===== src/rtl/dprob_feeder.sv =====
// dprob_feeder: walks every grid cell and anchor set, reads box-score records and
// streams tagged elements to the argmax stage. Optional stall input: DPROB_FEED_PAUSE_EN.
module dprob_feeder #(
  parameter int NUM_CELLS    = 169,
  parameter int NUM_SETS     = 5,
  parameter int RD_LATENCY   = 2,
  parameter int FLUSH_CYCLES = 24
) (
  input  logic        clk,
  input  logic        reset_n,
  input  logic        start,
`ifdef DPROB_FEED_PAUSE_EN
  input  logic        pause_in,
`endif
  output logic        busy,
  output logic        done,
  output logic        rd_en,
  output logic [10:0] rd_addr,
  input  logic [63:0] rd_data,
  output logic [15:0] prob_max_out,
  output logic [15:0] prob_min_out,
  output logic [15:0] prob_sum_out,
  output logic [15:0] scale_out,
  output logic        valid_out,
  output logic        last_out,
  output logic [7:0]  addr_out,
  output logic [2:0]  set_out
);

  localparam int              FW         = (FLUSH_CYCLES > 1) ? $clog2(FLUSH_CYCLES) : 1;
  localparam logic [7:0]      ADDR_MAX   = 8'(NUM_CELLS - 1);
  localparam logic [2:0]      SET_MAX    = 3'(NUM_SETS - 1);
  localparam logic [FW-1:0]   FLUSH_LOAD = FW'(FLUSH_CYCLES - 1);

  typedef enum logic [1:0] {IDLE, ISSUE, DRAIN, FLUSH} state_t;

  state_t          state_q, state_d;
  logic [2:0]      set_cnt_q, set_cnt_d;
  logic [7:0]      addr_cnt_q, addr_cnt_d;
  logic [FW-1:0]   flush_q, flush_d;
  logic            issue;
  logic            final_rd;
  logic            stall;

  // Tag layout: {last, valid, set[2:0], addr[7:0]}
  logic [12:0]     tag_d;
  logic [12:0]     tag_q [RD_LATENCY];
  logic [12:0]     tag_out;

  logic [63:0]     data_q;
  logic            valid_q;
  logic            last_q;
  logic [7:0]      aout_q;
  logic [2:0]      sout_q;

`ifdef DPROB_FEED_PAUSE_EN
  assign stall = pause_in;
`else
  assign stall = 1'b0;
`endif

  always_comb begin
    state_d    = state_q;
    set_cnt_d  = set_cnt_q;
    addr_cnt_d = addr_cnt_q;
    flush_d    = flush_q;
    issue      = 1'b0;
    final_rd   = 1'b0;
    case (state_q)
      IDLE: begin
        if (start) state_d = ISSUE;
      end
      ISSUE: begin
        if (!stall) begin
          issue = 1'b1;
          if (set_cnt_q == SET_MAX) begin
            set_cnt_d = '0;
            if (addr_cnt_q == ADDR_MAX) begin
              final_rd   = 1'b1;
              addr_cnt_d = '0;
              state_d    = DRAIN;
            end else begin
              addr_cnt_d = addr_cnt_q + 8'd1;
            end
          end else begin
            set_cnt_d = set_cnt_q + 3'd1;
          end
        end
      end
      DRAIN: begin
        // Leave only once the final element has actually been presented downstream.
        if (valid_q && last_q) begin
          state_d = FLUSH;
          flush_d = FLUSH_LOAD;
        end
      end
      FLUSH: begin
        if (flush_q == '0) state_d = IDLE;
        else               flush_d = flush_q - FW'(1);
      end
      default: state_d = IDLE;
    endcase
  end

  always_ff @(posedge clk or negedge reset_n) begin
    if (!reset_n) begin
      state_q    <= IDLE;
      set_cnt_q  <= '0;
      addr_cnt_q <= '0;
      flush_q    <= '0;
    end else begin
      state_q    <= state_d;
      set_cnt_q  <= set_cnt_d;
      addr_cnt_q <= addr_cnt_d;
      flush_q    <= flush_d;
    end
  end

  assign tag_d   = {final_rd, issue, set_cnt_q, addr_cnt_q};
  assign tag_out = tag_q[RD_LATENCY-1];

  always_ff @(posedge clk or negedge reset_n) begin
    if (!reset_n) begin
      for (int i = 0; i < RD_LATENCY; i++) tag_q[i] <= '0;
    end else begin
      tag_q[0] <= tag_d;
      for (int i = 1; i < RD_LATENCY; i++) tag_q[i] <= tag_q[i-1];
    end
  end

  // Data fields only update on valid tags so they hold across gaps.
  always_ff @(posedge clk or negedge reset_n) begin
    if (!reset_n) begin
      data_q  <= '0;
      valid_q <= 1'b0;
      last_q  <= 1'b0;
      aout_q  <= '0;
      sout_q  <= '0;
    end else begin
      valid_q <= tag_out[11];
      last_q  <= tag_out[11] & tag_out[12];
      if (tag_out[11]) begin
        data_q <= rd_data;
        sout_q <= tag_out[10:8];
        aout_q <= tag_out[7:0];
      end
    end
  end

  assign busy         = (state_q != IDLE);
  assign done         = (state_q == FLUSH) && (flush_q == '0);
  assign rd_en        = issue;
  assign rd_addr      = {set_cnt_q, addr_cnt_q};
  assign prob_max_out = data_q[15:0];
  assign prob_min_out = data_q[31:16];
  assign prob_sum_out = data_q[47:32];
  assign scale_out    = data_q[63:48];
  assign valid_out    = valid_q;
  assign last_out     = last_q;
  assign addr_out     = aout_q;
  assign set_out      = sout_q;

endmodule

===== config.mk =====
export PLATFORM = sky130hd
export DESIGN_NAME = dprob_feeder
export DESIGN_NICKNAME = d
export VERILOG_FILES = /design/src/rtl/dprob_feeder.sv
export SDC_FILE = /design/constraint.sdc
export NUM_CORES = 1
export LEC_CHECK = 0
export BUFFER_PORTS_ARGS = -buffer_cell sky130_fd_sc_hd__buf_2
export CORE_UTILIZATION = 25
export CTS_BUF_LIST = sky130_fd_sc_hd__clkbuf_16
export DETAILED_ROUTE_END_ITERATION = 10
export MAX_ROUTING_LAYER = met4
export SYNTH_ARGS = -nofsm -noshare
export SYNTH_HDL_FRONTEND = slang
export SYNTH_SLANG_ARGS = --single-unit
export TNS_END_PERCENT = 10

===== constraint.sdc =====
create_clock -name clk -period 2.32 [get_ports clk]
set_input_delay 0.464 -clock clk [delete_from_list [all_inputs] [get_ports clk]]
set_output_delay 0.464 -clock clk [all_outputs]
set_load 0.005 [all_outputs]

==> load_flow_metrics.sql <==
INSERT INTO impl_metrics (metric_group, metric, value, unit) VALUES
('status', 'status', 'finished, final reports clean', ''),
('cts', 'cts_made_buffers', '17', ''),
('timing', 'hold_violations', '0', ''),
('floorplanning', 'dieWidth', '136', 'um'),
('synthesis', 'post_synth_mux_area_share', '19.7', '%'),
('synthesis', 'ys_warn_count', '0', ''),
('global_routing', 'grt_pass1_wl', '14.8', 'mm'),
('floorplanning', 'start_util', '25.7', '%'),
('placed_design', 'dpl_cells', '673', ''),
('setup_path', 'critical_path_buffer_and_inverter_count', '3', ''),
('setup_path', 'critical_path_depth', '6', ''),
('setup_path', 'path_cells', 'inv_1, ha_1, nor4b_2, nand2_1, inv_1, buf_2', ''),
('power_and_ir_drop', 'cellLeakagePower', '0.00301', 'uW'),
('cells_and_area', 'drive_above_1_share', '56.9', '%'),
('cts', 'cts-root-buf', 'clkbuf_16', ''),
('global_routing', 'grt_start_max_net_pins', '51', ''),
('cts', 'cts_max_path_buffers', '2', ''),
('global_routing', 'antenna_found_initial', '0', ''),
('timing', 'slew-limit-headroom', '67.7', '%'),
('placed_design', 'placement.io_buffers', '157', ''),
('synthesis', 'synth_fa_ha_area_share', '2.79', '%'),
('floorplanning', 'floorplan.core_area', '17400', 'um2'),
('cts', 'numClockSinks', '121', ''),
('synthesis', 'postSynthRegisterBits', '121', ''),
('floorplanning', 'num_io_pins', '158', ''),
('synthesis', 'synth_sequential_area_ratio', '67.6', '%'),
('synthesis', 'synthArstFlopShare', '100', '%'),
('synthesis', 'simple_gate_portion_of_the_synthesized_area', '4.27', '%'),
('setup_path', 'critical_path_class', 'flop to output pin', ''),
('setup_path', 'cp_max_fo', '4', ''),
('routing', 'drtIter0Drc', '67', ''),
('synthesis', 'post_synth.cell_area_avg', '15.3', 'um2'),
('routing', 'overall_routed_net_length', '9.55', 'mm'),
('global_routing', 'grt_pass1_vias', '2899', ''),
('timing', 'setup_violations', '0', ''),
('setup_path', 'crit_path_end_kind', 'output pin', ''),
('placed_design', 'detailedPlace.worstSlack', '190', 'ps'),
('floorplanning', 'number_of_standard_cell_rows_in_the_floorplan', '48', ''),
('routing', 'antenna_left', '0', ''),
('routing', 'drtPass1Iterations', '4', ''),
('setup_path', 'arrival', '1670', 'ps'),
('synthesis', 'synth-edff-count', '0', ''),
('floorplanning', 'die_area', '18500', 'um2'),
('timing', 'fin_worst_skew', '7.93', 'ps'),
('placed_design', 'post-dp-hpwl', '6.97', 'mm'),
('cells_and_area', 'final_cell_count_no_fill', '705', ''),
('setup_path', 'cp_slowest_cell', 'dfrtp_1', ''),
('job', 'max_cap_violations', '0', ''),
('synthesis', 'mappedNetlistNets', '370', ''),
('global_routing', 'globalRouteTotalUtil', '11.0', '%'),
('synthesis', 'compound_gate_fraction_of_synth_area', '3.18', '%'),
('cells_and_area', 'antennaDiodeCount', '0', ''),
('cts', 'cts_post_setup_buffers_inserted', '0', ''),
('setup_path', 'timing.reg2reg.worst_path_depth', '6', ''),
('timing', 'setup_slack', '187', 'ps'),
('setup_path', 'start_kind', 'flop', ''),
('floorplanning', 'y_dimension_of_the_die', '136', 'um'),
('setup_path', 'critical_path.reg2reg.endpoint', 'state_q[1]', ''),
('cts', 'clk_pin_slew_worst_paths', '60', 'ps'),
('synthesis', 'synth_cell_type_count', '34', ''),
('setup_path', 'crit_path_max_incr_delay', '400', 'ps'),
('cts', 'holdBufCountCts', '0', ''),
('power_and_ir_drop', 'power_density_cells', '794', 'nW/um2'),
('power_and_ir_drop', 'peakVddDrop', '0.000479', 'V'),
('routing', 'drt-vias-per-instance', '4.14', ''),
('setup_path', 'critPathTopFamily', 'simple AND/OR/NAND/NOR gates', ''),
('timing', 'achievable_freq', '469', 'MHz'),
('setup_path', 'crit_required', '1860', 'ps'),
('timing', 'timing.setup.tns', '0', 'ps'),
('setup_path', 'regToRegStartpoint', 'set_cnt_q[0]', ''),
('synthesis', 'synthCells', '293', '');
cell type report:
class	instances	area [um2]
repair buffers	165	873
clock inverters	15	138
clock buffers	17	425
flip-flops and latches	121	3030
well taps	225	282
fillers	1747	11200
inverters	11	41.3
multi-input cells	151	1380
through the flow:
stage	power (uW)	utilization [%]	cell area (um2)	hold slack (ps)
global route	5120	35.4	6170	37.1
CTS	5000	35.4	6170	18.7
detailed placement	2460	32.2	5600	336
global placement	2450	32.2	5600	339
floorplan	2290	-	4480	168
finish	4900	35.4	6170	19.0
power by group:
part	leakage, uW	switching (uW)	total, uW	internal (uW)
clock network	0.000278	922	2480	1560
registers	0.00146	26.2	2200	2170
logic	0.00127	97.9	221	123
sequential cells by signal (all words and copies together) (netlist names):
signal and count:
set_cnt_q 3, addr_out 8, set_out 3, valid_out 1
tag_out 13, state_q 2, addr_cnt_q 8, last_out 1
tag_q 13, data_q 64, flush_q 5
cells by family after synthesis:
kind of cell    after synthesis
flops                       121
buf+inv                      21
mux                          78
compound gates               23
fa+ha+maj                    10
xor+xnor                      4
simple gates                 36
synthesized netlist by cell type (all sizes together), types with 3 or more instances:
cell,instances,area [um2]
a21oi,3,15.0
xnor2,3,26.3
clkbuf,7,26.3
nand3,4,20.0
dfrtp,121,3030
mux2,77,871
o21ai,10,50.1
nor3,5,25.0
inv,11,41.3
nor2,4,15.0
ha,10,125
buf,3,11.3
nand2,11,41.3
worst max path at each step:
stage,end,slack [ps],from
5_1_grt,state_q[1],80,set_cnt_q[0]
3_5_place_dp,state_q[1],190,set_cnt_q[0]
3_3_place_gp,state_q[1],250,set_cnt_q[0]
6_report,done,190,flush_q[0]
2_1_floorplan,addr_cnt_q[7],340,state_q[1]
4_1_cts,done,160,flush_q[0]
repair_timing:
item / CTS / global route
setup endpoints to repair: 1 / 0
endpoints found under the hold margin: 0 / 0
resized for setup: 1 / 0
cells in the final DEF, fill, tap and decap left out, types with 2 or more instances in the layout:
master and n:
nand2_1 11, clkinv_2 2, mux2_2 76, nor3_1 5, xnor2_1 3, a21oi_1 3, buf_12 2, dfrtp_1 120
nand4_1 2, clkinvlp_4 3, a22o_1 2, bufinv_16 2, clkinv_4 2, nor2_1 4, nand3_1 4, clkbuf_16 17
inv_1 14, clkinv_1 2, and3_1 2, ha_1 10, o21ai_0 10, a31oi_1 2, buf_4 7, buf_2 156
metal layers:
layer / track usage [%] / wire length, um
met2: 16.8 / 4550
met5: - / 0
met1: 12.8 / 4170
met3: 4.40 / 683
met4: 4.38 / 136
(Power assumes the default switching activity.)
